### src/rtl/fetch_pkg.sv
// Shared fetch-side types for the instruction queue.
// Entry layout and queue defaults used by instr_queue and iq_storage.
package fetch_pkg;

  parameter int IQ_DEPTH_DEFAULT = 8;

  localparam logic [31:0] NOP_INSTR = 32'h0;

  typedef struct packed {
    logic [31:0] pc;
    logic [31:0] instr;
    logic        addr_err;
    logic        tlb_refill;
    logic        tlb_invalid;
  } fetch_entry_t;

endpackage

### src/rtl/iq_storage.sv
// Instruction queue entry array: two write ports, one async read.
// No reset on contents; validity is tracked by the queue pointers.
module iq_storage
  import fetch_pkg::*;
#(
  parameter int DEPTH = IQ_DEPTH_DEFAULT,
  parameter int PTR_W = $clog2(DEPTH)
) (
  input  logic             clk,
  input  logic             i_we0,
  input  logic [PTR_W-1:0] i_wa0,
  input  fetch_entry_t     i_wd0,
  input  logic             i_we1,
  input  logic [PTR_W-1:0] i_wa1,
  input  fetch_entry_t     i_wd1,
  input  logic [PTR_W-1:0] i_ra,
  output fetch_entry_t     o_rd
);

  fetch_entry_t r_mem [DEPTH];

  always_ff @(posedge clk) begin
    if (i_we0) r_mem[i_wa0] <= i_wd0;
    if (i_we1) r_mem[i_wa1] <= i_wd1;
  end

  assign o_rd = r_mem[i_ra];

endmodule

### src/rtl/instr_queue.sv
// Fetch-to-decode FIFO: up to 2 pushes, 1 pop per cycle, flushable.
// Optional same-cycle empty bypass under INSTR_QUEUE_BYPASS_EN.
module instr_queue
  import fetch_pkg::*;
#(
  parameter int DEPTH = IQ_DEPTH_DEFAULT
) (
  input  logic        clk,
  input  logic        resetn,
  input  logic        flush,
  input  logic        in_valid,
  output logic        in_ready,
  input  logic [1:0]  in_num,
  input  logic [31:0] in_pc,
  input  logic [31:0] in_instr0,
  input  logic [31:0] in_instr1,
  input  logic        in_addr_err,
  input  logic        in_tlb_refill,
  input  logic        in_tlb_invalid,
  output logic        out_valid,
  input  logic        out_ready,
  output logic [31:0] out_pc,
  output logic [31:0] out_instr,
  output logic        out_addr_err,
  output logic        out_tlb_refill,
  output logic        out_tlb_invalid
);

  localparam int PTR_W = $clog2(DEPTH);
  localparam int CNT_W = PTR_W + 1;

  logic [PTR_W-1:0] r_head;
  logic [PTR_W-1:0] r_tail;
  logic [CNT_W-1:0] r_count;

  logic             w_exc;
  logic             w_two;
  logic             w_push;
  logic             w_byp;
  logic             w_byp_take;
  logic             w_valid;
  logic             w_pop;
  logic             w_we0;
  logic             w_we1;
  logic [PTR_W-1:0] w_nwr;
  logic [CNT_W-1:0] w_cnt_next;
  fetch_entry_t     w_slot0;
  fetch_entry_t     w_slot1;
  fetch_entry_t     w_wd0;
  fetch_entry_t     w_rd;
  fetch_entry_t     w_head_e;

  assign in_ready = (r_count <= CNT_W'(DEPTH - 2));

  // An excepting bundle only ever enqueues slot 0, with a NOP word.
  assign w_exc  = in_addr_err | in_tlb_refill | in_tlb_invalid;
  assign w_two  = !w_exc && (in_num == 2'd2);
  assign w_push = in_valid && in_ready && !flush && resetn;

  assign w_slot0 = '{pc:          in_pc,
                     instr:       w_exc ? NOP_INSTR : in_instr0,
                     addr_err:    in_addr_err,
                     tlb_refill:  in_tlb_refill,
                     tlb_invalid: in_tlb_invalid};
  assign w_slot1 = '{pc:          in_pc + 32'd4,
                     instr:       in_instr1,
                     addr_err:    1'b0,
                     tlb_refill:  1'b0,
                     tlb_invalid: 1'b0};

`ifdef INSTR_QUEUE_BYPASS_EN
  assign w_byp = w_push && (r_count == '0);
`else
  assign w_byp = 1'b0;
`endif

  assign w_valid    = (r_count != '0) || w_byp;
  assign w_pop      = w_valid && out_ready && !flush && resetn;
  assign w_byp_take = w_byp && out_ready;

  // A consumed bypass slot 0 frees port 0 for slot 1 at the tail.
  always_comb begin
    w_we0 = 1'b0;
    w_we1 = 1'b0;
    w_wd0 = w_slot0;
    if (w_push) begin
      if (w_byp_take) begin
        w_we0 = w_two;
        w_wd0 = w_slot1;
      end else begin
        w_we0 = 1'b1;
        w_we1 = w_two;
      end
    end
  end

  assign w_nwr = PTR_W'(w_we0) + PTR_W'(w_we1);

  assign w_cnt_next = r_count
                    + CNT_W'(w_push)
                    + CNT_W'(w_push & w_two)
                    - CNT_W'(w_pop);

  always_ff @(posedge clk) begin
    if (!resetn || flush) begin
      r_head  <= '0;
      r_tail  <= '0;
      r_count <= '0;
    end else begin
      r_tail  <= r_tail + w_nwr;
      r_count <= w_cnt_next;
      if (w_pop && !w_byp_take) r_head <= r_head + 1'b1;
    end
  end

  iq_storage #(
    .DEPTH (DEPTH),
    .PTR_W (PTR_W)
  ) u_storage (
    .clk   (clk),
    .i_we0 (w_we0),
    .i_wa0 (r_tail),
    .i_wd0 (w_wd0),
    .i_we1 (w_we1),
    .i_wa1 (r_tail + 1'b1),
    .i_wd1 (w_slot1),
    .i_ra  (r_head),
    .o_rd  (w_rd)
  );

  assign w_head_e = w_byp ? w_slot0 : w_rd;

  assign out_valid       = w_valid;
  assign out_pc          = w_valid ? w_head_e.pc          : 32'h0;
  assign out_instr       = w_valid ? w_head_e.instr       : 32'h0;
  assign out_addr_err    = w_valid ? w_head_e.addr_err    : 1'b0;
  assign out_tlb_refill  = w_valid ? w_head_e.tlb_refill  : 1'b0;
  assign out_tlb_invalid = w_valid ? w_head_e.tlb_invalid : 1'b0;

endmodule

### config.mk
export PLATFORM = sky130hd
export DESIGN_NAME = instr_queue
export DESIGN_NICKNAME = d
export VERILOG_FILES = /design/src/rtl/fetch_pkg.sv /design/src/rtl/iq_storage.sv /design/src/rtl/instr_queue.sv
export SDC_FILE = /design/constraint.sdc
export NUM_CORES = 1
export LEC_CHECK = 0
export CAP_MARGIN = 20
export CORE_ASPECT_RATIO = 1.1
export CORE_MARGIN = 2
export CORE_UTILIZATION = 45
export CTS_CLUSTER_SIZE = 28
export DETAILED_ROUTE_END_ITERATION = 6
export PLACE_DENSITY_LB_ADDON = 0.08
export SLEW_MARGIN = 20
export SYNTH_ARGS = -nofsm -noshare
export SYNTH_HDL_FRONTEND = slang
export SYNTH_SLANG_ARGS = --single-unit
### constraint.sdc
create_clock -name clk -period 4.5 [get_ports clk]
set_input_delay 1.125 -clock clk [delete_from_list [all_inputs] [get_ports clk]]
set_output_delay 1.125 -clock clk [all_outputs]
set_load 0.05 [all_outputs]
==> key figures <==
Layout
  • P&R area growth vs syn: 16.40%
  • Final net count: 2570
  • Most common cell after layout, fill and taps aside: edfxtp_1
  • Most frequent cells in the layout: edfxtp_1, nand2_1, o21ai_0, a22o_1, clkdlybuf4s50_1
  • Share of layout cells above drive strength 1: 15.09%

Routing
  • Avg Vias per Cell: 6.392
  • Post-route antenna net violation count: 0
  • Initial DRT Pass Iterations: 6
  • DRT iter0 DRCs: 2227
  • DR WL/cell: 28.09 um
  • Via Count: 21357
  • Drc violations: 0
  • WL final: 93850 um

Timing
  • Clock skew: 0.01575 ns
  • Slew @ Worst Pin: 1.169 ns
  • Max Freq: 0.2286 GHz
  • Final setup fails: 0
  • Hold violation count in the final report: 0
  • Setup TNS Final: 0 ns
  • Final worst setup slack: 0.1253 ns
  • Relative slew slack: 22.06%
  • Fin crit share: 97.22%
  • RSZ-0062 raised after global routing: no
  • Post-route minimum period: 4.375 ns
  • Final Max Tran Viols: 0
  • WHS: 0.4495 ns

Pwr
  • Seq pwr share: 50.7%
  • Power density over the cells: 327.1 mW/mm^2
  • Total Power: 10.95 mW
  • Switch Pwr: 2.430 mW
  • Combinational power share: 5.6%
  • Leak Pwr: 10.65 nW
  • Clock power frac: 43.7%
  • Internal: 8.519 mW
  • Sw Ratio: 22.20%
  • Worst vdd ir: 0.0002518 V

Synth
  • Synth area leaders: edfxtp_1, mux4_2, a22o_1
  • Synthesized Nets: 2510
  • Asr flop ratio synth: 0%
  • Netlist cell types: 47
  • Ys Warns: 0
  • Synth Flop Type: edfxtp_1
  • Area share of the largest cell type after synthesis: 53.47%
  • Mapped Cells: 2392
  • Seq cells post-synth: 549
  • Syn Std Cell Area: 0.02875 sq mm
  • Syn_area_per_cell: 12.02 sq um
  • Register area share after synthesis: 56.05%
  • Post-synth top area cell: edfxtp_1
  • Number of flops mapped to enable cells by yosys: 512

Outcome
  • Run status: finished clean

Floorplan
  • Chip height: 269.1 um
  • Die width: 245.0 um
  • Core ar.: 0.06347 sq mm
  • FP Rows: 97
  • Num ports: 175
  • Full die area: 0.06594 sq mm
  • Initial Util: 45.30%

Worst setup path
  • Critical Path AT: 3.25 ns
  • CP Capture Type: output pin
  • Critical path required time: 3.38 ns
  • Worst Setup Start Kind: register
  • Crit Path Class: register to output pin
  • R2r setup slk: 1.07 ns
  • Crit path max fanout: 39
  • FF-to-FF Start: r_tail[0]$_SDFF_PP0_

Place
  • Port Buffers: 174
  • Pre-CTS setup slack: 0.3044 ns
  • Dpl hpwl: 55250 um
  • Final GP Congestion: 0.8503

Clock network
  • CTS resizes: 0
  • CTS Hold Buffers Added: 0
  • Clk slew on worst S/H paths: 0.06 ns
  • H-tree Lvls: 2
  • CTS tree: built
  • Setup repair bufs after CTS: 0
  • CTS sink count: 549
  • Inserted Clock Buffers: 58
  • Clk_lat worst skew: 0.63 ns
  • Root Buffer: clkbuf_16
  • Maximum clock insertion buffer count: 3

Global routing
  • Largest net degree at the start of global routing: 55
  • Grt total ovfl: 0
  • First-pass GRT wire length: 139600 um
  • Number of antenna violations at the first check in global routing: 3
  • Vias in the first global route: 21473
  • Total GRT Usage: 28.40%

Hold path
  • Worst Min Path Start: u_storage.r_mem[6][0]$_SDFFE_PP0P_
  • Hold Path Class: register to register

Flow run
  • Max Cap Viol: 0
==> kinds of logic (layout without fill, tap and decap cells) <==
kind of cell	Yosys count	in the layout	synth area share [%]
buf+inv	322	428	4.604
mux	201	201	12.83
flops	549	549	56.05
compound gates	673	673	15.32
xor+xnor	16	16	0.5135
simple gates	619	619	10.09
other cells	0	2	0
fa+ha+maj	12	12	0.6005
==> flip-flops by register name, indices dropped and copies added, names as in the netlist, named ones only <==
register	cells
u_storage.r_mem	536
r_count	4
r_head	3
r_tail	3
==> Yosys cell counts, types with 2 or more instances <==
cell type	instances
buf_4	11
a31oi_1	72
nor2b_1	2
a21bo_2	2
a21oi_1	91
nand2b_1	8
clkbuf_1	153
buf_1	76
nand3_1	47
and2_1	40
mux4_2	134
o21ai_0	236
ha_1	9
buf_2	58
a21o_1	59
xor2_1	9
nor3b_1	3
nor4_1	3
nor2_1	95
edfxtp_1	512
nor3_1	78
and4_1	10
nand4_1	18
or3_1	21
xnor2_1	6
nor3_2	2
and3_1	13
o21ai_1	3
fa_1	3
nor4_2	3
a22o_1	210
mux2i_1	67
inv_1	22
dfxtp_1	37
nand2_1	267
==> metrics by stage <==
stage | cell area (sq um) | instances | util, %
final | 33470 | 3341 | 52.73
after global routing | 33470 | 3341 | 52.73
after floorplan | 28750 | 2392 | -
after detailed placement | 31600 | 3233 | 49.78
after global placement | 31600 | 3233 | 49.78
after CTS | 33450 | 3339 | 52.71
==> worst paths after layout <==
kind | endpoint | cells after the start
min | u_storage.r_mem[6][0]$_SDFFE_PP0P_ | 2
max reg2reg | u_storage.r_mem[5][51]$_DFFE_PP_ | 7
max | out_pc[4] | 5
min reg2reg | u_storage.r_mem[6][0]$_SDFFE_PP0P_ | 2
==> per-layer routing <==
layer | global-route usage (%) | share of wire (%)
met5 | 0 | 0
met4 | 9.949 | 3.4
met3 | 3.454 | 7.3
met2 | 48.71 | 50
met1 | 37.21 | 39
==> critical path: stages (launching register included) <==
cell and delay (ns):
dfxtp_4 0.46, buf_12 0.33, mux4_2 0.55, mux2i_1 0.41, nor2_1 0.08, clkdlybuf4s50_1 0.74
==> power groups by stage <==
stage                     combinational [mW]  sequential (mW)  clock, mW
after CTS                              0.613             5.55       4.85
final                                  0.615             5.55       4.78
after global placement                 0.605             5.66          0
after floorplan                        0.359             5.65          0
after global routing                   0.657             5.55       5.03
after detailed placement               0.611             5.66          0
==> area by class of cell <==
| type | count | area, sq um |
|---|---|---|
| antenna | 2 | 5.005 |
| tap | 841 | 1052 |
| multi-input combinational | 1521 | 11420 |
| inverter | 23 | 93.84 |
| clock inverter | 26 | 264.0 |
| sequential | 549 | 16130 |
| timing repair buffer | 299 | 2915 |
| clock buffer | 80 | 1595 |
| fill | 5419 | 30010 |
Power figures use the tool's default switching activity.
